$ cat src/rtl/vedic_pkg.sv
// Shared types and constants for the sequential restoring divider.
package vedic_pkg;

  typedef enum logic [1:0] {
    IDLE = 2'd0,
    RUN  = 2'd1,
    DONE = 2'd2
  } state_t;

  localparam int DEF_N = 3;

  // Wide enough for any practical N; users slice the low 2N bits.
  localparam logic [63:0] DIV_ZERO_Q = '1;

endpackage

$ cat src/rtl/vedic_seq_divider_if.sv
// Start/busy/done handshake and operand/result bus of the divider.
interface vedic_seq_divider_if
  import vedic_pkg::*;
#(
  parameter int N = DEF_N
);

  logic             start;
  logic [2*N-1:0]   dividend;
  logic [N-1:0]     divisor;
  logic             busy;
  logic             done;
  logic [2*N-1:0]   quotient;
  logic [N-1:0]     remainder;
  logic             div_zero;

  modport master (
    output start, dividend, divisor,
    input  busy, done, quotient, remainder, div_zero
  );

  modport slave (
    input  start, dividend, divisor,
    output busy, done, quotient, remainder, div_zero
  );

endinterface

$ cat src/rtl/vedic_seq_divider_div_step.sv
// One combinational restoring-division iteration: shift in a dividend bit, trial subtract.
module div_step
  import vedic_pkg::*;
#(
  parameter int N = DEF_N
) (
  input  logic [N-1:0] r_in,
  input  logic         d_msb,
  input  logic [N-1:0] divisor,
  output logic [N-1:0] r_out,
  output logic         q_bit
);

  logic [N:0] r_shift;
  logic [N:0] trial;

  // The running remainder is always below the divisor, so N bits hold either outcome.
  always_comb begin
    r_shift = {r_in, d_msb};
    trial   = r_shift - {1'b0, divisor};
    q_bit   = ~trial[N];
    r_out   = q_bit ? trial[N-1:0] : r_shift[N-1:0];
  end

endmodule

$ cat src/rtl/vedic_seq_divider.sv
// Sequential restoring divider: 2N-bit dividend by N-bit divisor, one quotient bit per clock.
module vedic_seq_divider
  import vedic_pkg::*;
#(
  parameter int N = DEF_N
) (
  input  logic                clk,
  input  logic                rst_n,
  vedic_seq_divider_if.slave  bus
);

  localparam int              CW   = $clog2(2*N) + 1;
  localparam logic [CW-1:0]   LAST = CW'(2*N - 1);

  state_t          state;
  logic [CW-1:0]   cnt;
  logic [N-1:0]    r_reg;
  logic [N-1:0]    dvs_reg;
  logic [2*N-1:0]  d_reg;
  logic [N-1:0]    r_next;
  logic            q_bit;

  div_step #(.N(N)) u_step (
    .r_in    (r_reg),
    .d_msb   (d_reg[2*N-1]),
    .divisor (dvs_reg),
    .r_out   (r_next),
    .q_bit   (q_bit)
  );

  // Work registers are separate from the result outputs, which only change on completion.
  always_ff @(posedge clk or negedge rst_n) begin
    if (!rst_n) begin
      state         <= IDLE;
      cnt           <= '0;
      r_reg         <= '0;
      dvs_reg       <= '0;
      d_reg         <= '0;
      bus.busy      <= 1'b0;
      bus.done      <= 1'b0;
      bus.quotient  <= '0;
      bus.remainder <= '0;
      bus.div_zero  <= 1'b0;
    end else begin
      case (state)
        IDLE, DONE: begin
          bus.done <= 1'b0;
          if (bus.start) begin
            d_reg   <= bus.dividend;
            dvs_reg <= bus.divisor;
            r_reg   <= '0;
            cnt     <= '0;
            if (bus.divisor == '0) begin
              state         <= DONE;
              bus.done      <= 1'b1;
              bus.quotient  <= DIV_ZERO_Q[2*N-1:0];
              bus.remainder <= '0;
              bus.div_zero  <= 1'b1;
            end else begin
              state    <= RUN;
              bus.busy <= 1'b1;
            end
          end else begin
            state <= IDLE;
          end
        end
        RUN: begin
          r_reg <= r_next;
          d_reg <= {d_reg[2*N-2:0], q_bit};
          cnt   <= cnt + 1'b1;
          if (cnt == LAST) begin
            state         <= DONE;
            bus.busy      <= 1'b0;
            bus.done      <= 1'b1;
            bus.quotient  <= {d_reg[2*N-2:0], q_bit};
            bus.remainder <= r_next;
            bus.div_zero  <= 1'b0;
          end
        end
        default: state <= IDLE;
      endcase
    end
  end

endmodule

$ cat src/flat_wrapper.sv
// flat-port wrapper written by rule: the top's interface ports become plain ports
module vedic_seq_divider_flat import vedic_pkg::*;
#(
  parameter int N = DEF_N
)
  (clk, rst_n, bus_start, bus_dividend, bus_divisor, bus_busy, bus_done, bus_quotient, bus_remainder, bus_div_zero);
  vedic_seq_divider_if #(.N(N)) bus_i ();
  input  logic clk;
  input  logic rst_n;
  input wire logic [$bits(bus_i.start)-1:0] bus_start;
  input wire logic [$bits(bus_i.dividend)-1:0] bus_dividend;
  input wire logic [$bits(bus_i.divisor)-1:0] bus_divisor;
  output wire logic [$bits(bus_i.busy)-1:0] bus_busy;
  output wire logic [$bits(bus_i.done)-1:0] bus_done;
  output wire logic [$bits(bus_i.quotient)-1:0] bus_quotient;
  output wire logic [$bits(bus_i.remainder)-1:0] bus_remainder;
  output wire logic [$bits(bus_i.div_zero)-1:0] bus_div_zero;
  assign bus_i.start = bus_start;
  assign bus_i.dividend = bus_dividend;
  assign bus_i.divisor = bus_divisor;
  assign bus_busy = bus_i.busy;
  assign bus_done = bus_i.done;
  assign bus_quotient = bus_i.quotient;
  assign bus_remainder = bus_i.remainder;
  assign bus_div_zero = bus_i.div_zero;
  vedic_seq_divider #(.N(N)) u_core (.clk(clk), .rst_n(rst_n), .bus(bus_i));
endmodule
$ cat config.mk
export PLATFORM = sky130hd
export DESIGN_NAME = vedic_seq_divider_flat
export DESIGN_NICKNAME = d
export VERILOG_FILES = /design/src/rtl/vedic_pkg.sv /design/src/rtl/vedic_seq_divider_if.sv /design/src/rtl/vedic_seq_divider_div_step.sv /design/src/rtl/vedic_seq_divider.sv /design/src/flat_wrapper.sv
export SDC_FILE = /design/constraint.sdc
export NUM_CORES = 1
export LEC_CHECK = 0
export ABC_AREA = 0
export CAP_MARGIN = 10
export CORE_ASPECT_RATIO = 1.4
export CORE_MARGIN = 10
export CORE_UTILIZATION = 40
export DETAILED_ROUTE_END_ITERATION = 8
export GPL_TIMING_DRIVEN = 1
export SKIP_LAST_GASP = 1
export SYNTH_ARGS = -nofsm -noshare
export SYNTH_HDL_FRONTEND = slang
export SYNTH_SLANG_ARGS = --single-unit
export TNS_END_PERCENT = 50
$ cat constraint.sdc
create_clock -name clk -period 1.8 [get_ports clk]
set_input_delay 0.27 -clock clk [delete_from_list [all_inputs] [get_ports clk]]
set_output_delay 0.27 -clock clk [all_outputs]
set_load 0.01 [all_outputs]
After elaboration in Yosys (flattened, before gate mapping). Cells that the tools add are included.

Register bits: 30. Bits in latches: 0. RAM bits: 0. Memory bits (read-only): 0. Input bits: 12. Output and inout bits: 12. Word-level logic and storage cells: 59. Memories: 0.

$add $sub $neg: 2. $mul: 0. Div/mod/pow operators: 0. Order comparisons: 0. Equality and inequality tests: 7. Shift-type cells: 0. Muxes and demuxes: 30. Bitwise logic cells: 1. Reductions and logical operators: 9.

Operators with widths (number): $mux 6 (4); $pmux 6 s2 (2); $mux 3 (5); $pmux 3 s2 (2); $mux 1 (8); $pmux 4 s2 (1); $reduce_and 4->1 (2); $mux 2 (3); $pmux 1 s2 (3); $reduce_and 2->1 (3); $add 4x1->4 const B (1); $eq 4x3->1 const B (1); $mux 4 (1); $ne 2x1->1 const B (2); $ne 2x2->1 const B (2); $pmux 2 s2 (1); $sub 4x3->4 (1); $logic_not 3->1 (1); $eq 2x1->1 const B (1); $eq 2x2->1 const B (1); $logic_not 2->1 (1); $reduce_bool 2->1 (1); $reduce_or 2->1 (1); $not 1->1 (1).

Depth between registers and ports, before layout. Gate-level depths: netlist of run 1.

Depth in word-level cells: 4. Mapped depth: 8.

Modules after synthesis. Synthesis of run 1 repeated with hierarchy kept, for this count alone.

Cells, all modules: 125. Area total of the unflattened synthesis: 1393.8 sq um.

By module, submodules not included: vedic_seq_divider (instances 1, cells an instance 109, area an instance 1247.4 sq um, seq. area each 750.7 sq um); div_step (instances 1, cells an instance 16, area an instance 146.4 sq um, seq. area each 0.0 sq um).

Worst setup path before layout of run 1. OpenSTA, ideal clock, no wires.

Kind: reg2reg. From: register u_core.r_reg[1]. To: register u_core.bus.remainder[1]. Arrival: 1.496 ns. Path slack: 0.183 ns. Cell stages (with the launch flop): 7. Path buffers: 0. Clock period less this slack: 1.617 ns. Cells stage by stage: dfrtp_1 > ha_1 > a21oi_1 > o21ai_2 > xor2_2 > mux2i_1 > a22o_1.

Cells in the longest elaborated chain, start to end: 4.

RTL lines: start: declaration (RTL line vedic_seq_divider.sv:17) `logic [N-1:0] r_reg;`; start signal: assignment (RTL line vedic_seq_divider.sv:68) `r_reg <= r_next;`; $sub 4x3->4 (RTL line vedic_seq_divider_div_step.sv:20) `trial = r_shift - {1'b0, divisor};`; $mux 3 (RTL line vedic_seq_divider_div_step.sv:22) `r_out = q_bit ? trial[N-1:0] : r_shift[N-1:0];`; $mux 3 (RTL line vedic_seq_divider.sv:71) `if (cnt == LAST) begin`; $pmux 3 s2 (RTL line vedic_seq_divider.sv:45) `case (state)`; end signal: assignment (RTL line vedic_seq_divider.sv:76) `bus.remainder <= r_next;`; end: declaration (RTL line vedic_seq_divider_if.sv:24) `output busy, done, quotient, remainder, div_zero`.

No other way between the ends. The select of a mux whose other input is x is not followed. A chain may end at the register's enable or synchronous reset.

Final worst setup path of run 1.
From: register u_core.r_reg[1]. To: register u_core.bus.remainder[2].

Cells in the longest elaborated chain, start to end: 4.

RTL lines (RTL line): $sub 4x3->4 (vedic_seq_divider_div_step.sv:20); $mux 3 (*) (vedic_seq_divider_div_step.sv:22); $mux 3 (*) (vedic_seq_divider.sv:71); $pmux 3 s2 (*) (vedic_seq_divider.sv:45).

Mark *: on every way between the ends. The rest lies on a longest branch, timed or not. The select of a mux whose other input is x is not followed.

==> impl_metrics.tcl, run 1 <==
set metrics [dict create \
    status "finished clean" \
    hpwlAfterDp_mm 2.26 \
    grt_usage 0.115 \
    clk_path_buf_depth 2 \
    cp.required_ns 1.97 \
    fillCellCount 304 \
    ys_types 26 \
    cp_data_arrival_time_ns 1.92 \
    cts_root_buffer "clkbuf_8" \
    cts_htree_levels 2 \
    holdCritPathClass "in2async" \
    die_area_um2 6060 \
    seq_area_frac_synth 0.565 \
    dpl_cell_area_um2 1620 \
    p_leak_nw 0.804 \
    grt_pass1_wl_mm 5.19 \
    relSlewSlack 0.601 \
    die_w_um 68.7 \
    wl_mm 3.24 \
    syn_area_per_cell_um2 9.99 \
    p_per_area_nw_per_um2 2000 \
    dpl_worst_slack_ns 0.00372 \
    final_common_cell "dfrtp_1" \
    fin_skew_ns 0.00989 \
    syn_inst 133 \
    first_iter_violations 29 \
    syn_nets 151 \
    ant_nets 0 \
    insertion_delay_ns 0.28 \
    worst_pin_slew_ns 0.598 \
    ff_latch_area_um2 751 \
    reg2reg_from "u_core.r_reg[1]" \
    drive_above_1_share 0.133 \
    final_hold_viol_count 0 \
    synth_top_cell_area_share 0.565 \
    remaining_drc_errors 0 \
    cp_max_fo 4 \
    setup_viol 0 \
    grt_max_degree 31 \
    ioPinCount 24 \
    fmax_mhz 570 \
    maxSlewViolCount 0 \
    grt_pass1_vias 1096 \
    rows 24 \
    synth_top_cells_by_area "dfrtp_1 (56%), nand2_1 (8.5%), ha_1 (4.7%)" \
    cts.sinks 30 \
    hold_slack_ns 0.365 \
    grt_overflow_total 0 \
    cts_tree "yes" \
    cts_buffers 5 \
    period_needed_ns 1.75 \
    antenna_found_initial 0 \
    dieHeight_um 88.2 \
    ys_ff_latch 30 \
    design_area_um2 1780 \
    criticalPathCategory "reg2reg" \
    postCtsHoldBufs 0 \
    fin_crit_sh 0.974 \
    wl_per_cell_um 15.8 \
    end_kind "flip-flop" \
    layout_common_cells "dfrtp_1 (30), nand2_1 (29), clkdlybuf4s50_1 (23), nor2_1 (13), buf_4 (8)" \
    dp.cells 195 \
    yosysWarnings 0 \
    fin_cells 205 \
    vdd_drop_max_mv 1.27 \
    via_per_inst 5.09 \
    start_util 0.421 \
    cp-start-kind "flip-flop" \
    gp_congestion 0.867 \
    fp.coreArea_um2 3150 \
    cap_violations 0 \
    syn_area_um2 1330 \
    num_vias 1043 \
    portBuffers 23 \
    timing.final.ws_setup_ns 0.0467 \
    fin_nets 184 \
    multi_input_area_um2 592 \
    clk_pin_slew_worst_paths_ns 0.07 \
    area_growth_pct 34.2 \
    worstSetupStartpoint "u_core.r_reg[1]" \
    diodes 0 \
    dr.pass1.iters 4 \
    post-route-util 0.565 \
    yosys.area.top_type "dfrtp_1" \
]
[synthesized netlist by cell type]
cell type,instances
a31oi_1,6
nand4_1,1
and2b_1,1
nand2_1,30
nand3_1,2
o21ai_2,1
clkbuf_1,4
a22o_1,4
mux2i_1,3
and2_1,1
fa_1,1
xor2_2,1
inv_1,6
nor2b_1,1
ha_1,5
o21ai_0,8
nor2_1,13
o22ai_1,1
o2bb2ai_1,1
a21oi_1,7
nand2b_1,2
xnor2_1,1
and3b_1,1
dfrtp_1,30
buf_4,1
nor3_1,1
[report_power, final]
| group | total, W | internal (W) | switching (W) |
|---|---|---|---|
| sequential | 0.00120 | 0.000991 | 0.000209 |
| clock | 0.000506 | 0.000259 | 0.000248 |
| combinational | 0.00186 | 0.000912 | 0.000952 |
[through the flow]
stage | TNS (ns) | power, W
2_1_floorplan | 0 | 0.00220
3_3_place_gp | 0 | 0.00272
4_1_cts | 0 | 0.00329
3_5_place_dp | 0 | 0.00277
5_1_grt | -0.0379 | 0.00385
6_report | 0 | 0.00357
[layer usage]
layer | part of all wire | GRT usage | vias up
li1 | - | - | 510
met1 | 0.42 | 0.129 | 501
met2 | 0.49 | 0.182 | 26
met3 | 0.074 | 0.0563 | 6
met4 | 0.017 | 0.0450 | 0
met5 | 0 | 0 | -
[path summary, 6_finish.rpt]
check,end,slack [ns],depth (start not counted)
min in group clk,u_core.bus.div_zero,0.48,2
max,u_core.bus.remainder[2],0.05,6
max reg2reg,u_core.bus.remainder[2],0.05,6
max in group asynchronous,u_core.d_reg[1],1.14,2
min,u_core.r_reg[2],0.37,2
min reg2reg,u_core.bus.div_zero,0.48,2
[critical path, cell delays in order (launching register included)]
cell	delay [ns]
dfrtp_1	0.42
ha_4	0.28
a21oi_2	0.20
o21ai_4	0.11
xor2_4	0.25
mux2i_1	0.29
o2bb2ai_1	0.10
[area by class of cell]
cell class	count	area share
well taps	39	0.0274
flip-flops and latches	30	0.421
clock inverters	2	0.00561
clock buffers	5	0.0386
inverters	6	0.0126
multi-input cells	92	0.332
repair buffers	31	0.163
[logic make-up after synthesis]
group,share of synthesized area
xor gates and xnor gates,0.0188
muxes,0.0226
buffers and inverters,0.0339
adders and majority gates,0.0621
and+or+nand+nor,0.169
DFF,0.565
AOI/OAI and AO/OA,0.129
[what timing repair did]
| action | 4_1_cts | 5_1_grt |
|---|---|---|
| setup buffers | 0 | 3 |
| endpoints found under the setup margin | 0 | 6 |
| resized for setup | 0 | 9 |
Power figures use the tool's default switching activity.
==> run 2: changes to the inputs <==
--- a/constraint.sdc
+++ b/constraint.sdc
@@ -3,2 +3,2 @@
 set_output_delay 0.27 -clock clk [all_outputs]
-set_load 0.01 [all_outputs]
+set_load 0.02 [all_outputs]
==> results of run 2 <==
Same layout as run 1 (identical final DEF). Status: finished clean.
Main changes from that run: total power 0.00357 W -> 0.00366 W; worst IR drop on VDD 1.27 mV -> 1.28 mV
==> run 3: changes to the inputs <==
Settings changed: ABC_AREA 0 to unset.
==> results of run 3 <==
Same layout as run 1 (identical final DEF). Status: finished clean.
Main changes from that run: total power 0.00357 W -> 0.00366 W; worst IR drop on VDD 1.27 mV -> 1.28 mV
